`src/rtl/excess3tobcd_seq_pkg.sv`:
```
// Shared definitions for the sequential Excess-3 to BCD decoder:
// FSM state encoding and the Excess-3 code range constants.
package excess3tobcd_seq_pkg;

  typedef enum logic [1:0] {
    StIdle = 2'd0,
    StConv = 2'd1,
    StDone = 2'd2
  } state_e;

  localparam logic [3:0] E3Offset   = 4'd3;
  localparam logic [3:0] E3Min      = 4'd3;
  localparam logic [3:0] E3Max      = 4'd12;
  localparam logic [3:0] E3ErrDigit = 4'hF;

  // Digit counter width; never narrower than one bit.
  function automatic int unsigned cnt_width(input int unsigned digits);
    return (digits > 1) ? $clog2(digits) : 1;
  endfunction

endpackage

```
`src/rtl/excess3tobcd_seq_digit_dec.sv`:
```
// Combinational single-digit Excess-3 to BCD decode with illegal-code flag.
module excess3tobcd_seq_digit_dec
  import excess3tobcd_seq_pkg::*;
(
  input  logic [3:0] code_i,
  output logic [3:0] bcd_o,
  output logic       illegal_o
);

  always_comb begin
    illegal_o = (code_i < E3Min) || (code_i > E3Max);
    bcd_o     = illegal_o ? E3ErrDigit : (code_i - E3Offset);
  end

endmodule

```
`src/rtl/excess3tobcd_seq.sv`:
```
// Multi-digit Excess-3 to BCD decoder: accepts a word, decodes one digit per
// clock (LSD first), then holds the result on a valid/ready output port.
module excess3tobcd_seq
  import excess3tobcd_seq_pkg::*;
#(
  parameter int unsigned Digits = 4
) (
  input  logic                  clk_i,
  input  logic                  rst_i,
  input  logic                  in_valid_i,
  output logic                  in_ready_o,
  input  logic [4*Digits-1:0]   e_in_i,
  output logic                  out_valid_o,
  input  logic                  out_ready_i,
  output logic [4*Digits-1:0]   b_out_o,
  output logic [Digits-1:0]     err_mask_o,
  output logic                  err_o
);

  localparam int unsigned W    = 4 * Digits;
  localparam int unsigned CntW = cnt_width(Digits);

  state_e            state_q, state_d;
  logic [CntW-1:0]   cnt_q, cnt_d;
  logic [W-1:0]      shreg_q, shreg_d;
  logic [W-1:0]      bout_q, bout_d;
  logic [Digits-1:0] mask_q, mask_d;

  logic [3:0] dig_bcd;
  logic       dig_ill;

  excess3tobcd_seq_digit_dec u_dec (
    .code_i    (shreg_q[3:0]),
    .bcd_o     (dig_bcd),
    .illegal_o (dig_ill)
  );

  always_comb begin
    state_d = state_q;
    cnt_d   = cnt_q;
    shreg_d = shreg_q;
    bout_d  = bout_q;
    mask_d  = mask_q;
    case (state_q)
      StIdle: begin
        if (in_valid_i) begin
          shreg_d = e_in_i;
          bout_d  = '0;
          mask_d  = '0;
          cnt_d   = '0;
          state_d = StConv;
        end
      end
      StConv: begin
        for (int k = 0; k < int'(Digits); k++) begin
          if (cnt_q == CntW'(k)) begin
            bout_d[4*k +: 4] = dig_bcd;
            mask_d[k]        = dig_ill;
          end
        end
        shreg_d = shreg_q >> 4;
        cnt_d   = cnt_q + 1'b1;
        if (cnt_q == CntW'(Digits - 1)) begin
          cnt_d   = '0;
          state_d = StDone;
        end
      end
      StDone: begin
        if (out_ready_i) begin
          state_d = StIdle;
        end
      end
      default: state_d = StIdle;
    endcase
  end

  always_ff @(posedge clk_i or posedge rst_i) begin
    if (rst_i) begin
      state_q <= StIdle;
      cnt_q   <= '0;
      shreg_q <= '0;
      bout_q  <= '0;
      mask_q  <= '0;
    end else begin
      state_q <= state_d;
      cnt_q   <= cnt_d;
      shreg_q <= shreg_d;
      bout_q  <= bout_d;
      mask_q  <= mask_d;
    end
  end

  // Handshake outputs decode state only; reset masks acceptance.
  assign in_ready_o  = (state_q == StIdle) && !rst_i;
  assign out_valid_o = (state_q == StDone);
  assign b_out_o     = bout_q;
  assign err_mask_o  = mask_q;
  assign err_o       = |mask_q;

endmodule

```
`config.mk`:
```
export PLATFORM = sky130hd
export DESIGN_NAME = excess3tobcd_seq
export DESIGN_NICKNAME = d
export VERILOG_FILES = /design/src/rtl/excess3tobcd_seq_pkg.sv /design/src/rtl/excess3tobcd_seq_digit_dec.sv /design/src/rtl/excess3tobcd_seq.sv
export SDC_FILE = /design/constraint.sdc
export NUM_CORES = 1
export LEC_CHECK = 0
export ABC_AREA = 1
export BUFFER_PORTS_ARGS = -buffer_cell sky130_fd_sc_hd__clkbuf_2
export CAP_MARGIN = 20
export CORE_MARGIN = 1.5
export CORE_UTILIZATION = 48
export DETAILED_ROUTE_END_ITERATION = 10
export GPL_ROUTABILITY_DRIVEN = 1
export MAX_ROUTING_LAYER = met4
export PLACE_DENSITY = 0.75
export SLEW_MARGIN = 10
export SYNTH_ARGS = -nofsm -noshare
export SYNTH_HDL_FRONTEND = slang
export SYNTH_SLANG_ARGS = --single-unit
```
`constraint.sdc`:
```
create_clock -name clk_i -period 1.1 [get_ports clk_i]
set_input_delay 0.11 -clock clk_i [delete_from_list [all_inputs] [get_ports clk_i]]
set_output_delay 0.11 -clock clk_i [all_outputs]
set_load 0.01 [all_outputs]
```
==> results.json <==
{
  "violations": "negative setup slack",
  "setup.worst_path.end_class": "flop",
  "startpoint_type": "flop",
  "r2r_cells": 7,
  "rsz0062_at_grt": "true",
  "cts_tree": "built",
  "cts_max_path_buffers": 2,
  "hold_viol_final": 0,
  "slew_headroom": 0.812,
  "gp_congestion": 0.862,
  "synth_compound_area_frac": 0.0709,
  "coreArea_mm2": 0.00400,
  "required_ns": 1.29,
  "yosys_register_bits": 40,
  "numCtsBuffers": 5,
  "place_inst": 350,
  "ios": 43,
  "instances_no_fill": 376,
  "min_path_cells": 3,
  "multiInputGateArea_mm2": 0.00110,
  "crit_fanout": 4,
  "timing.final.crit_share": 1.23,
  "grt_pass1_wl_um": 7700,
  "antenna_found_initial": 0,
  "clock-sinks": 40,
  "vias": 1911,
  "drc": 0,
  "fin_crit_ns": 1.36,
  "path_clk_slew_ns": 0.08,
  "p_leak_uw": 0.00157,
  "final_util": 0.737,
  "grt_pass1_vias": 1813,
  "yosys_warnings": 0,
  "crit_type": "flop to flop",
  "cts_root_buffer": "clkbuf_8",
  "htreeDepth": 2,
  "fmax_mhz": 737,
  "arrival_ns": 1.55,
  "synth_fa_ha_area_frac": 0.0376,
  "die_w_um": 67.5,
  "fin_ws_ns": -0.256,
  "syn_nets": 272,
  "synth.area.mux_share": 0,
  "ys_top_cells_by_area": "dfrtp_1, nand2_1, nand3_1",
  "die_area_mm2": 0.00455,
  "ir_drop_v": 0.00155,
  "fin_skew_ns": 0.00553,
  "syn_to_final_growth_pct": 47.9,
  "pwr_density_cell_mw_per_mm2": 3290,
  "synth_xor_area_frac": 0,
  "synthFlopType": "dfrtp_1",
  "die_h_um": 67.5,
  "finalSetupTns_ns": -7.29,
  "wl_per_cell_um": 14.0,
  "rows": 23,
  "ant_nets": 0,
  "slew_violations": 0,
  "worst_pin_slew_ns": 0.281,
  "hp-class": "input port to flop",
  "synth_top_area_share": 0.502,
  "wl_um": 5280,
  "outcome": "complete, but fails checks",
  "syn_area_mm2": 0.00199,
  "place_area_mm2": 0.00238,
  "cap_violations": 0,
  "drive_gt1_frac": 0.528,
  "final-seq-area_mm2": 0.00100,
  "drtIter0Drc": 187,
  "track_usage": 0.236,
  "fillCellCount": 282,
  "fin_area_mm2": 0.00295,
  "nets": 351,
  "synth_top_cell_by_area": "dfrtp_1",
  "first_pass_iters": 4,
  "io_buffer_count": 42,
  "overflow": 0,
  "synth_edf_count": 0,
  "start_util": 0.499,
  "setup_viol": 43,
  "grt_max_degree": 41,
  "clk_latency_ns": 0.30,
  "synth_async_sr_flop_share": 1.00,
  "post_drt_via_cell_ratio": 5.08,
  "hold_ws_ns": 0.0286,
  "netlist_instances": 246,
  "synth-simple-area-share": 0.305,
  "ys_seq_area_frac": 0.502,
  "insertedDiodeCount": 0,
  "dp_hpwl_um": 3050,
  "synth_top_family_by_area": "simple AND/OR/NAND/NOR gates",
  "syn_area_per_cell_um2": 8.11,
  "synth.distinct_cells": 22
}
[synth_stat cells, types with 2 or more instances]
| cell type | number |
|---|---|
| buf_6 | 3 |
| o21ai_4 | 2 |
| o21ai_1 | 3 |
| nor2_1 | 7 |
| o21ai_2 | 3 |
| nand2_2 | 5 |
| nand2_1 | 104 |
| ha_1 | 6 |
| inv_1 | 21 |
| buf_2 | 2 |
| dfrtp_1 | 40 |
| o21ai_0 | 12 |
| nand3_1 | 26 |
| inv_2 | 4 |
[worst max-delay path, cell delays in order (launching register included)]
cell	delay, ns
dfrtp_1	0.41
ha_2	0.23
nand2_1	0.11
inv_1	0.08
nor2_2	0.10
nand3_2	0.16
nand3_2	0.10
nand2_1	0.06
[final timing paths]
| path | from | end | slack, ns |
|---|---|---|---|
| min reg2reg | b_out_o[7] | b_out_o[7] | 0.48 |
| max | shreg_q[1] | b_out_o[6] | -0.26 |
| max reg2reg | shreg_q[1] | b_out_o[6] | -0.26 |
| min | e_in_i[15] | shreg_q[15] | 0.03 |
| max in group asynchronous | rst_i | state_q[1] | 0.46 |
| min in group asynchronous | rst_i | b_out_o[12] | 0.41 |
[power breakdown]
part	total [uW]	switching [uW]	leakage, uW	internal [uW]
logic	6040	3470	0.00101	2570
registers	2650	507	0.000507	2150
clock network	1020	516	0.0000510	500
total	9710	4490	0.00157	5220
[area by class of cell]
| type | instances | share of cell area |
|---|---|---|
| clock buffer | 6 | 0.0280 |
| tap | 50 | 0.0212 |
| sequential | 40 | 0.340 |
| inverter | 26 | 0.0390 |
| clock inverter | 2 | 0.00339 |
| timing repair buffer | 78 | 0.195 |
| timing repair inverter | 1 | 0.00170 |
| multi-input combinational | 173 | 0.372 |
[state kept, by name, summed over array words and instances (netlist names)]
| signal | flops |
|---|---|
| err_mask_o | 4 |
| b_out_o | 16 |
| shreg_q | 16 |
| state_q | 2 |
| cnt_q | 2 |
[cells in the final DEF (no fill, tap or decap)]
cell type,Yosys,final
nand3b_1,1,1
ha_1,6,2
dfrtp_1,40,38
clkbuf_8,0,6
buf_2,2,2
inv_8,0,1
inv_2,4,12
buf_12,1,2
nand3_4,0,2
nor3_2,0,1
clkinv_4,0,1
ha_2,0,2
nand2_4,0,6
buf_6,3,13
dfrtp_2,0,2
clkbuf_2,0,40
nand3_2,0,10
inv_1,21,10
nor2_2,0,4
o31ai_2,0,1
clkinv_2,0,3
inv_4,0,2
o21ai_2,3,6
nand2_1,104,73
nor2_4,1,1
o21ai_4,2,3
dlygate4sd3_1,0,2
nor2_1,7,3
nand2_8,0,1
or2_4,0,1
ha_4,0,2
nand2_2,5,29
nand3_1,26,14
buf_4,1,17
buf_8,0,2
o21ai_1,3,11
[per-stage QoR]
stage	total power, uW	worst slack [ns]
global placement	6620	-0.165
finish	9710	-0.256
floorplan	5490	-0.0797
CTS	8680	-0.176
detailed placement	6770	-0.185
global route	10500	-0.308
[logic make-up after synthesis]
group,after synthesis
AO/OA/AOI/OAI,21
AND/OR/NAND/NOR,146
flip-flops,40
adder cells (fa/ha/maj),6
buffers and inverters,33
[metal layers]
metal	vias up	track usage	share of wire
met4	0	0.110	0.033
met3	13	0.0567	0.045
li1	928	-	-
met1	911	0.253	0.38
met5	-	-	0
met2	59	0.409	0.54
[repair_timing]
action | in CTS | in global routing
endpoints found under the setup margin | 42 | 43
gates cloned | 3 | 0
pin swaps | 18 | 28
gates resized for setup | 56 | 56
endpoints found under the hold margin | 41 | 0
setup buffers | 7 | 6
hold buffers | 2 | 0
No activity file was read; power rests on OpenSTA's default activity.
